## src/rtl/phase3_motion_update.sv

```systemverilog
// phase3_motion_update
// ---------------------------------------------------------------------------
// Motion-update sweep over a double-buffered particle store. For each slot
// 0..N_PART-1 the block issues one read from the latched bank, and on the
// following cycle writes the integrated particle state to the opposite bank:
//     v' = vel + (frc >>> DT_SHIFT)
//     p' = pos + (v'  >>> DT_SHIFT)
// Empty slots (rd_occ = 0) are copied through unchanged.
//
// Configuration macro:
//     PHASE3_SAT_EN  defined   -> v' and p' saturate to the signed DATA_W range
//                    undefined -> v' and p' wrap (two's complement)
//
// Timing: READ and WRITE alternate one cycle each. A full sweep therefore
// takes 2*N_PART cycles from entering READ to entering DONE. Read data
// arrives one cycle after rd_en, which is the WRITE cycle, so the write data
// path is combinational from the read data while all control outputs come
// straight from flops.
// ---------------------------------------------------------------------------
module phase3_motion_update #(
    parameter int N_PART   = 64,
    parameter int ADDR_W   = 6,
    parameter int DATA_W   = 16,
    parameter int DT_SHIFT = 2
) (
    input  logic              clk,
    input  logic              reset,
    input  logic              phase3_ready,
    input  logic              double_buffer,
    output logic              phase3_done,
    output logic              rd_en,
    output logic              rd_bank,
    output logic [ADDR_W-1:0] rd_addr,
    input  logic [DATA_W-1:0] rd_pos,
    input  logic [DATA_W-1:0] rd_vel,
    input  logic [DATA_W-1:0] rd_frc,
    input  logic              rd_occ,
    output logic              wr_en,
    output logic              wr_bank,
    output logic [ADDR_W-1:0] wr_addr,
    output logic [DATA_W-1:0] wr_pos,
    output logic [DATA_W-1:0] wr_vel,
    output logic              wr_occ
);

    // Last slot of the sweep; the address never advances past it.
    localparam logic [ADDR_W-1:0] LAST_ADDR = ADDR_W'(N_PART - 1);

    typedef enum logic [1:0] {
        ST_IDLE  = 2'd0,
        ST_READ  = 2'd1,
        ST_WRITE = 2'd2,
        ST_DONE  = 2'd3
    } state_t;

    // -----------------------------------------------------------------------
    // Signed add of two DATA_W values with the configured overflow behaviour.
    // Overflow only happens when both operands share a sign and the sum's
    // sign differs; in that case the result clamps toward the operand sign.
    // -----------------------------------------------------------------------
    function automatic logic [DATA_W-1:0] add_fit(
        input logic [DATA_W-1:0] a,
        input logic [DATA_W-1:0] b
    );
        logic [DATA_W-1:0] sum;
        sum = a + b;
`ifdef PHASE3_SAT_EN
        if ((a[DATA_W-1] == b[DATA_W-1]) && (sum[DATA_W-1] != a[DATA_W-1])) begin
            if (a[DATA_W-1]) begin
                add_fit = {1'b1, {(DATA_W-1){1'b0}}};
            end else begin
                add_fit = {1'b0, {(DATA_W-1){1'b1}}};
            end
        end else begin
            add_fit = sum;
        end
`else
        add_fit = sum;
`endif
    endfunction

    // State and sweep registers
    state_t            r_state;
    logic [ADDR_W-1:0] r_addr;
    logic              r_bank;
    logic              r_rd_en;
    logic              r_wr_en;
    logic              r_done;

    // Next-state values
    state_t            w_state_nxt;
    logic [ADDR_W-1:0] w_addr_nxt;
    logic              w_bank_nxt;

    // Datapath intermediates
    logic [DATA_W-1:0] w_frc_sh;
    logic [DATA_W-1:0] w_vel_new;
    logic [DATA_W-1:0] w_vel_sh;
    logic [DATA_W-1:0] w_pos_new;
    logic [DATA_W-1:0] w_wr_pos;
    logic [DATA_W-1:0] w_wr_vel;
    logic              w_wr_occ;

    // Sweep sequencing: bank/addr latch in IDLE, READ/WRITE alternation, DONE handshake.
    always_comb begin
        w_state_nxt = r_state;
        w_addr_nxt  = r_addr;
        w_bank_nxt  = r_bank;
        case (r_state)
            ST_IDLE: begin
                if (phase3_ready) begin
                    w_state_nxt = ST_READ;
                    w_bank_nxt  = double_buffer;
                    w_addr_nxt  = {ADDR_W{1'b0}};
                end else begin
                    w_state_nxt = ST_IDLE;
                end
            end
            ST_READ: begin
                w_state_nxt = ST_WRITE;
            end
            ST_WRITE: begin
                if (r_addr == LAST_ADDR) begin
                    w_state_nxt = ST_DONE;
                end else begin
                    w_state_nxt = ST_READ;
                    w_addr_nxt  = r_addr + ADDR_W'(1);
                end
            end
            ST_DONE: begin
                if (phase3_ready) begin
                    w_state_nxt = ST_DONE;
                end else begin
                    w_state_nxt = ST_IDLE;
                end
            end
            default: begin
                w_state_nxt = ST_IDLE;
                w_addr_nxt  = {ADDR_W{1'b0}};
                w_bank_nxt  = 1'b0;
            end
        endcase
    end

    // State, address and latched-bank registers; reset aborts any sweep.
    always_ff @(posedge clk) begin
        if (reset) begin
            r_state <= ST_IDLE;
            r_addr  <= {ADDR_W{1'b0}};
            r_bank  <= 1'b0;
        end else begin
            r_state <= w_state_nxt;
            r_addr  <= w_addr_nxt;
            r_bank  <= w_bank_nxt;
        end
    end

    // Registered control strobes decoded from the state being entered.
    always_ff @(posedge clk) begin
        if (reset) begin
            r_rd_en <= 1'b0;
            r_wr_en <= 1'b0;
            r_done  <= 1'b0;
        end else begin
            r_rd_en <= (w_state_nxt == ST_READ);
            r_wr_en <= (w_state_nxt == ST_WRITE);
            r_done  <= (w_state_nxt == ST_DONE);
        end
    end

    // Integration: velocity first, then position from the new velocity.
    always_comb begin
        w_frc_sh  = $signed(rd_frc) >>> DT_SHIFT;
        w_vel_new = add_fit(rd_vel, w_frc_sh);
        w_vel_sh  = $signed(w_vel_new) >>> DT_SHIFT;
        w_pos_new = add_fit(rd_pos, w_vel_sh);
    end

    // Write data select: integrated for occupied slots, copy for empty ones, zero when idle.
    always_comb begin
        w_wr_pos = {DATA_W{1'b0}};
        w_wr_vel = {DATA_W{1'b0}};
        w_wr_occ = 1'b0;
        if (!r_wr_en) begin
            w_wr_pos = {DATA_W{1'b0}};
            w_wr_vel = {DATA_W{1'b0}};
            w_wr_occ = 1'b0;
        end else if (rd_occ) begin
            w_wr_pos = w_pos_new;
            w_wr_vel = w_vel_new;
            w_wr_occ = 1'b1;
        end else begin
            w_wr_pos = rd_pos;
            w_wr_vel = rd_vel;
            w_wr_occ = 1'b0;
        end
    end

    // Output mapping; bank/address are forced to zero whenever their strobe is low.
    assign phase3_done = r_done;
    assign rd_en       = r_rd_en;
    assign rd_bank     = r_rd_en & r_bank;
    assign rd_addr     = r_rd_en ? r_addr : {ADDR_W{1'b0}};
    assign wr_en       = r_wr_en;
    assign wr_bank     = r_wr_en & ~r_bank;
    assign wr_addr     = r_wr_en ? r_addr : {ADDR_W{1'b0}};
    assign wr_pos      = w_wr_pos;
    assign wr_vel      = w_wr_vel;
    assign wr_occ      = w_wr_occ;

endmodule

```

## config.mk

```make
export PLATFORM = sky130hd
export DESIGN_NAME = phase3_motion_update
export DESIGN_NICKNAME = d
export VERILOG_FILES = /design/src/rtl/phase3_motion_update.sv
export SDC_FILE = /design/constraint.sdc
export NUM_CORES = 1
export LEC_CHECK = 0
export BUFFER_PORTS_ARGS = -buffer_cell sky130_fd_sc_hd__buf_2
export CAP_MARGIN = 25
export CORE_MARGIN = 2
export CORE_UTILIZATION = 35
export CTS_BUF_LIST = sky130_fd_sc_hd__clkbuf_16
export CTS_CLUSTER_DIAMETER = 60
export DETAILED_ROUTE_END_ITERATION = 8
export PLACE_DENSITY = 0.69
export RECOVER_POWER = 50
export SLEW_MARGIN = 20
export SYNTH_ARGS = -nofsm -noshare
export SYNTH_HDL_FRONTEND = slang
export SYNTH_SLANG_ARGS = --single-unit
```

## constraint.sdc

```tcl
create_clock -name clk -period 13.5 [get_ports clk]
set_clock_uncertainty 0.2 [all_clocks]
set_input_delay 1.35 -clock clk [delete_from_list [all_inputs] [get_ports clk]]
set_output_delay 1.35 -clock clk [all_outputs]
set_load 0.1 [all_outputs]
```

==> results of run 1 <==
[power by group through the flow]
stage          clock [mW]  sequential, mW  combinational [mW]
4_1_cts            0.0558          0.0386               0.193
3_5_place_dp            0          0.0392               0.192
2_1_floorplan           0          0.0416               0.152
5_1_grt            0.0568          0.0388               0.213
3_3_place_gp            0          0.0391               0.189
6_report           0.0554          0.0386               0.192
[critical path, cell delays in order]
cell and delay, ns:
buf_2 0.11, ha_1 0.23, fa_1 0.41, a21o_1 0.20, a21o_1 0.22, a21oi_2 0.18
o21ai_1 0.09, or3_1 0.32, a31oi_1 0.21, xnor2_1 0.12, ha_1 0.39, o211ai_1 0.11
or3b_1 0.39, a32o_1 0.28, o211a_1 0.25, xor2_1 0.13, nand2_1 0.08, mux2i_1 0.22
buf_2 0.44
[flip-flops by register name, summed over array words and instances, names as in the netlist]
signal       flops
rd_en            1
phase3_done      1
wr_en            1
r_addr           6
r_state          2
r_bank           1
[kinds of logic after synthesis]
kind of cell             after synthesis
XOR/XNOR                              28
multiplexers                          20
buffers and inverters                 21
adder cells (fa/ha/maj)               34
AO/OA/AOI/OAI                         90
flip-flops                            12
AND/OR/NAND/NOR                      121
[path summary, 6_finish.rpt]
check	end	slack, ns	depth (start not counted)
min	r_bank$_SDFFE_PP0P_	0.31	2
max	wr_pos[15]	6.24	19
max reg2reg	r_addr[4]$_SDFFE_PP0P_	11.44	7
min reg2reg	r_bank$_SDFFE_PP0P_	0.31	2
[synthesized netlist by cell type (3+ instances only)]
master and n:
ha_1 32, nor2b_1 30, a21oi_1 23, mux2i_1 20, nand2_1 19, o21ai_0 19
nor2_1 18, and2_1 15, xnor2_1 15, xor2_1 13, dfxtp_1 12, inv_1 12
nand2b_1 8, clkbuf_1 7, a21o_1 6, nor3_1 6, o211ai_1 6, o21ai_1 6
and3_1 5, a211oi_1 4, a22o_1 4, a31oi_1 4, nand3_1 4, nand4_1 4
a21boi_0 3, nand3b_1 3, o211a_1 3, o21a_1 3
[layer usage]
| layer | global-route usage, % | share of wire, % |
|---|---|---|
| met1 | 21.0 | 45 |
| met3 | 1.70 | 4.2 |
| met5 | 0 | 0 |
| met2 | 29.8 | 50 |
| met4 | 2.38 | 0.56 |
[layout make-up]
class | instances | area [µm²] | area share, %
timing repair buffer | 101 | 482 | 15.7
clock buffer | 3 | 75.1 | 2.45
inverter | 12 | 45.0 | 1.47
multi-input combinational | 293 | 2120 | 69.2
clock inverter | 1 | 3.75 | 0.122
sequential | 12 | 240 | 7.83
tap | 80 | 100 | 3.26
[through the flow]
stage	hold slack, ns	area, µm²	setup WS [ns]
4_1_cts	0.304	3100	6.24
6_report	0.306	3070	6.24
3_5_place_dp	0.291	3020	6.24
3_3_place_gp	0.288	3020	6.27
5_1_grt	0.369	3070	5.97
2_1_floorplan	0.256	2440	5.68
==> impl_metrics.json, run 1 <==
{
  "cts_setup_buffers": 0,
  "syn-num-nets": 413,
  "outcome": "finished with violations",
  "critPathKind": "in2out",
  "synth-seq-cells": 12,
  "grt_pass1_wl_um": 10400,
  "antenna_found_initial": 0,
  "fin_tns_setup_ns": 0,
  "wl_per_cell_um": 12.8,
  "intPower_uw": 146,
  "finalCritPeriodShare_pct": 53.8,
  "r2r_start": "r_addr[0]$_SDFFE_PP0P_",
  "synthAdderAreaFrac_pct": 18.0,
  "leakage_nw": 1.52,
  "nFillCells": 700,
  "worstMarginPinSlew_ns": 2.07,
  "violations": "max-capacitance violations, max-slew violations",
  "grt_usage_pct": 16.3,
  "syn_inst": 326,
  "min-delay-start": "r_bank$_SDFFE_PP0P_",
  "utilization_pct": 45.4,
  "avgSynthCellArea_um2": 7.50,
  "synth-simple-area-share_pct": 27.3,
  "synthArstFlopShare_pct": 0,
  "synth_edf_count": 0,
  "initial_core_util_pct": 36.2,
  "num_io_pins": 103,
  "yosysTopAreaCellShare_pct": 16.4,
  "ant_nets": 0,
  "final_nets": 510,
  "diodes": 0,
  "irDropWorstVdd_v": 0.0000592,
  "pwr-share-clk_pct": 19.3,
  "drv_slew": 40,
  "routed_via_density": 5.19,
  "swShare_pct": 48.9,
  "fmax_mhz": 138,
  "ys_types": 45,
  "drtIter0Drc": 71,
  "power_frac_seq_pct": 13.5,
  "crit_start": "rd_vel[0]",
  "dp_hpwl_um": 5410,
  "fin_total_pwr_uw": 286,
  "die_y_um": 87.6,
  "maxCapViolCount": 1,
  "cp-end-kind": "output port",
  "drive_gt1_share_pct": 20.9,
  "power_density_nw_per_um2": 93.2,
  "synth_top_area_cell": "ha_1",
  "arrival_ns": 5.71,
  "period_minus_slack_ns": 7.26,
  "cp.required_ns": 11.95,
  "routabilityCongestion": 0.824,
  "drc": 0,
  "dieArea_um2": 7670,
  "finalHoldViolCount": 0,
  "cts_root_buf": "clkbuf_16",
  "setup_violations": 0,
  "post_cts_resized": 0,
  "ys.flop_type": "dfxtp_1",
  "hp-class": "reg2reg",
  "cp-start-kind": "input pin",
  "place_inst": 498,
  "holdBufCountCts": 0,
  "die_x_um": 87.6,
  "final_cell_mix": "buf_2, ha_1, nor2b_1",
  "finalNonFillerCells": 502,
  "core_um2": 6760,
  "p_switching_uw": 140,
  "port_buffers": 100,
  "routed_wl_um": 6450,
  "cts_buffers": 3,
  "ys_top_cells_by_area": "ha_1, dfxtp_1, mux2i_1",
  "synth-compound-area-share_pct": 23.3,
  "crit_fanout": 6,
  "synth_mux_area_share_pct": 8.19,
  "num_vias": 2606,
  "grt_pass1_vias": 2427,
  "rows": 30,
  "comb_power_share_pct": 67.2,
  "clock_path_buffers": 2,
  "ys_warn_count": 0,
  "areaGrowthSynthToFinish_pct": 25.6,
  "mostFrequentLayoutCell": "buf_2",
  "cts_tree": "done",
  "grt_max_degree": 40,
  "synth_top_family_by_area": "simple AND/OR/NAND/NOR gates",
  "worstSkewPairLatency_ns": 0.24,
  "ys_seq_area_share_pct": 9.83,
  "numClockSinks": 12,
  "dr.pass1.iters": 4,
  "clk_pin_slew_ns": 0.04,
  "synthXorXnorAreaFrac_pct": 10.0,
  "gr-total-overflow": 0,
  "rsz0062_at_grt": "false",
  "slew_headroom_pct": -37.7,
  "syn_area_um2": 2440,
  "htreeDepth": 1
}
(Power assumes the default switching activity.)
==> run 2, diff against run 1 <==
--- a/config.mk
+++ b/config.mk
@@ -12,7 +12,7 @@
 export CTS_BUF_LIST = sky130_fd_sc_hd__clkbuf_16
 export CTS_CLUSTER_DIAMETER = 60
 export DETAILED_ROUTE_END_ITERATION = 8
-export PLACE_DENSITY = 0.69
+export PLACE_DENSITY = 0.71
 export RECOVER_POWER = 50
 export SLEW_MARGIN = 20
 export SYNTH_ARGS = -nofsm -noshare
==> constraint.sdc (replaced) <==
create_clock -name clk -period 6.25 [get_ports clk]
set_clock_uncertainty 0.2 [all_clocks]
set_input_delay 0.625 -clock clk [delete_from_list [all_inputs] [get_ports clk]]
set_output_delay 0.625 -clock clk [all_outputs]
set_load 0.1 [all_outputs]
==> run 2 against run 1 <==
Critical endpoint unchanged. Highest routed layer unchanged. The run still ends with max-capacitance violations, max-slew violations left. Non-clock buffer count stayed put. Flip-flop and latch count stayed put. Count of clock-buffer cells in the layout stayed put.
==> impl_metrics.json, run 2 (synthesis gave the netlist of run 1 again) <==
{
  "htreeDepth": 1,
  "wl_per_cell_um": 12.8,
  "routed_via_density": 5.25,
  "outcome": "finished with violations",
  "die_y_um": 87.6,
  "irDropWorstVdd_v": 0.000104,
  "mostFrequentLayoutCell": "buf_2",
  "clk_pin_slew_ns": 0.04,
  "critPathKind": "in2out",
  "r2r_slack_ns": 4.25,
  "routabilityCongestion": 0.886,
  "fin_tns_setup_ns": 0,
  "cp-start-kind": "input pin",
  "setup_ws_ns": 0.408,
  "finalHoldViolCount": 0,
  "num_vias": 2635,
  "leakage_nw": 1.52,
  "slew_headroom_pct": -32.0,
  "drv_slew": 40,
  "cts_buffers": 3,
  "place_inst": 498,
  "cts_tree": "done",
  "crit_fanout": 6,
  "cp.required_ns": 5.42,
  "largest_register_ffs": 6,
  "grt_pass1_wl_um": 10500,
  "timing.hold.ws_ns": 0.302,
  "core_um2": 6760,
  "numClockSinks": 12,
  "reg_top3": "r_addr: 6 flops, r_state: 2 flops",
  "arrival_ns": 5.02,
  "r2r_start": "r_addr[1]$_SDFFE_PP0P_",
  "fin_total_pwr_uw": 620,
  "finalCritPeriodShare_pct": 93.5,
  "min-delay-start": "r_bank$_SDFFE_PP0P_",
  "power_density_nw_per_um2": 202,
  "holdBufCountCts": 0,
  "min_to": "r_bank$_SDFFE_PP0P_",
  "worst_r2r_endpoint": "r_addr[3]$_SDFFE_PP0P_",
  "drive_gt1_share_pct": 21.3,
  "worstMarginPinSlew_ns": 1.98,
  "period_minus_slack_ns": 5.84,
  "rr_worst_depth": 7,
  "cp-end-kind": "output port",
  "die_x_um": 87.6,
  "hold_depth": 2,
  "cts_setup_buffers": 0,
  "gr-total-overflow": 0,
  "post_cts_resized": 0,
  "clock_path_buffers": 2,
  "cts_root_buf": "clkbuf_16",
  "grt_pass1_vias": 2522,
  "grt_max_degree": 40,
  "dr.pass1.iters": 4,
  "final_cell_mix": "buf_2, ha_1, nor2b_1",
  "final_nets": 510,
  "finalNonFillerCells": 502,
  "maxCapViolCount": 1,
  "drtIter0Drc": 79,
  "rows": 30,
  "routed_wl_um": 6420,
  "drc": 0,
  "top_register": "r_addr",
  "worstSkewPairLatency_ns": 0.24,
  "port_buffers": 100,
  "num_io_pins": 103,
  "grt_usage_pct": 16.7,
  "areaGrowthSynthToFinish_pct": 25.8,
  "antenna_found_initial": 0,
  "hp-class": "reg2reg",
  "initial_core_util_pct": 36.2,
  "pre_cts_slack_ns": 0.420,
  "dieArea_um2": 7670,
  "dp_hpwl_um": 5370,
  "fmax_mhz": 171,
  "rsz0062_at_grt": "false",
  "ant_nets": 0,
  "setup_violations": 0,
  "diodes": 0,
  "violations": "max-capacitance violations, max-slew violations"
}
[run 2: changes by cell type in the layout (fill, tap and decap cells not counted)]
cell	delta
or2_0	-1
mux2i_2	+1
clkbuf_1	-1
mux2i_1	-1
or2_1	+1
buf_2	+1
a21boi_1	+2
a21boi_0	-2
[run 2: worst max-delay path, stage by stage]
cell and delay, ns:
buf_2 0.11, ha_1 0.23, fa_1 0.42, a21o_1 0.19, a21o_1 0.21, a21oi_2 0.17
o21ai_1 0.09, or3_1 0.32, a31oi_1 0.20, xnor2_1 0.11, ha_1 0.40, o211ai_1 0.11
or3b_1 0.38, a32o_1 0.27, o211a_1 0.24, xor2_1 0.14, nand2_1 0.09, mux2i_2 0.24
buf_2 0.45
[run 2: how the worst max path moves through the flow]
stage,startpoint,cells past startpoint,endpoint
finish,rd_vel[0],19,wr_pos[15]
detailed placement,rd_vel[0],19,wr_pos[15]
global placement,rd_vel[0],19,wr_pos[15]
floorplan,rd_vel[0],16,wr_pos[11]
CTS,rd_vel[0],19,wr_pos[15]
global route,rd_vel[0],19,wr_pos[15]
[run 2: cell type report]
class / instances / area (µm²)
timing repair buffer: 101 / 483
clock buffer: 3 / 75.1
fill: 716 / 3680
tap: 80 / 100
sequential: 12 / 240
clock inverter: 1 / 3.75
inverter: 12 / 45.0
multi-input combinational: 293 / 2130
[run 2: routing by layer]
layer	track usage, %	share of wire, %	vias to the layer above
met5	0	0	-
met4	5.31	1.8	0
met3	2.73	5.5	13
met2	29.8	48	68
met1	20.3	45	1178
li1	-	-	1376
[run 2: metrics by stage]
stage               area (µm²)  utilization [%]
floorplan                 2450                -
global placement          3020             44.7
detailed placement        3020             44.7
CTS                       3100             45.9
global route              3070             45.5
finish                    3070             45.5
[run 2: power by group]
group,internal (mW),switching (mW),leakage [nW]
logic,0.153,0.265,1.38
clock network,0.0842,0.0338,0.0385
registers,0.0795,0.00372,0.0976
total,0.317,0.303,1.52
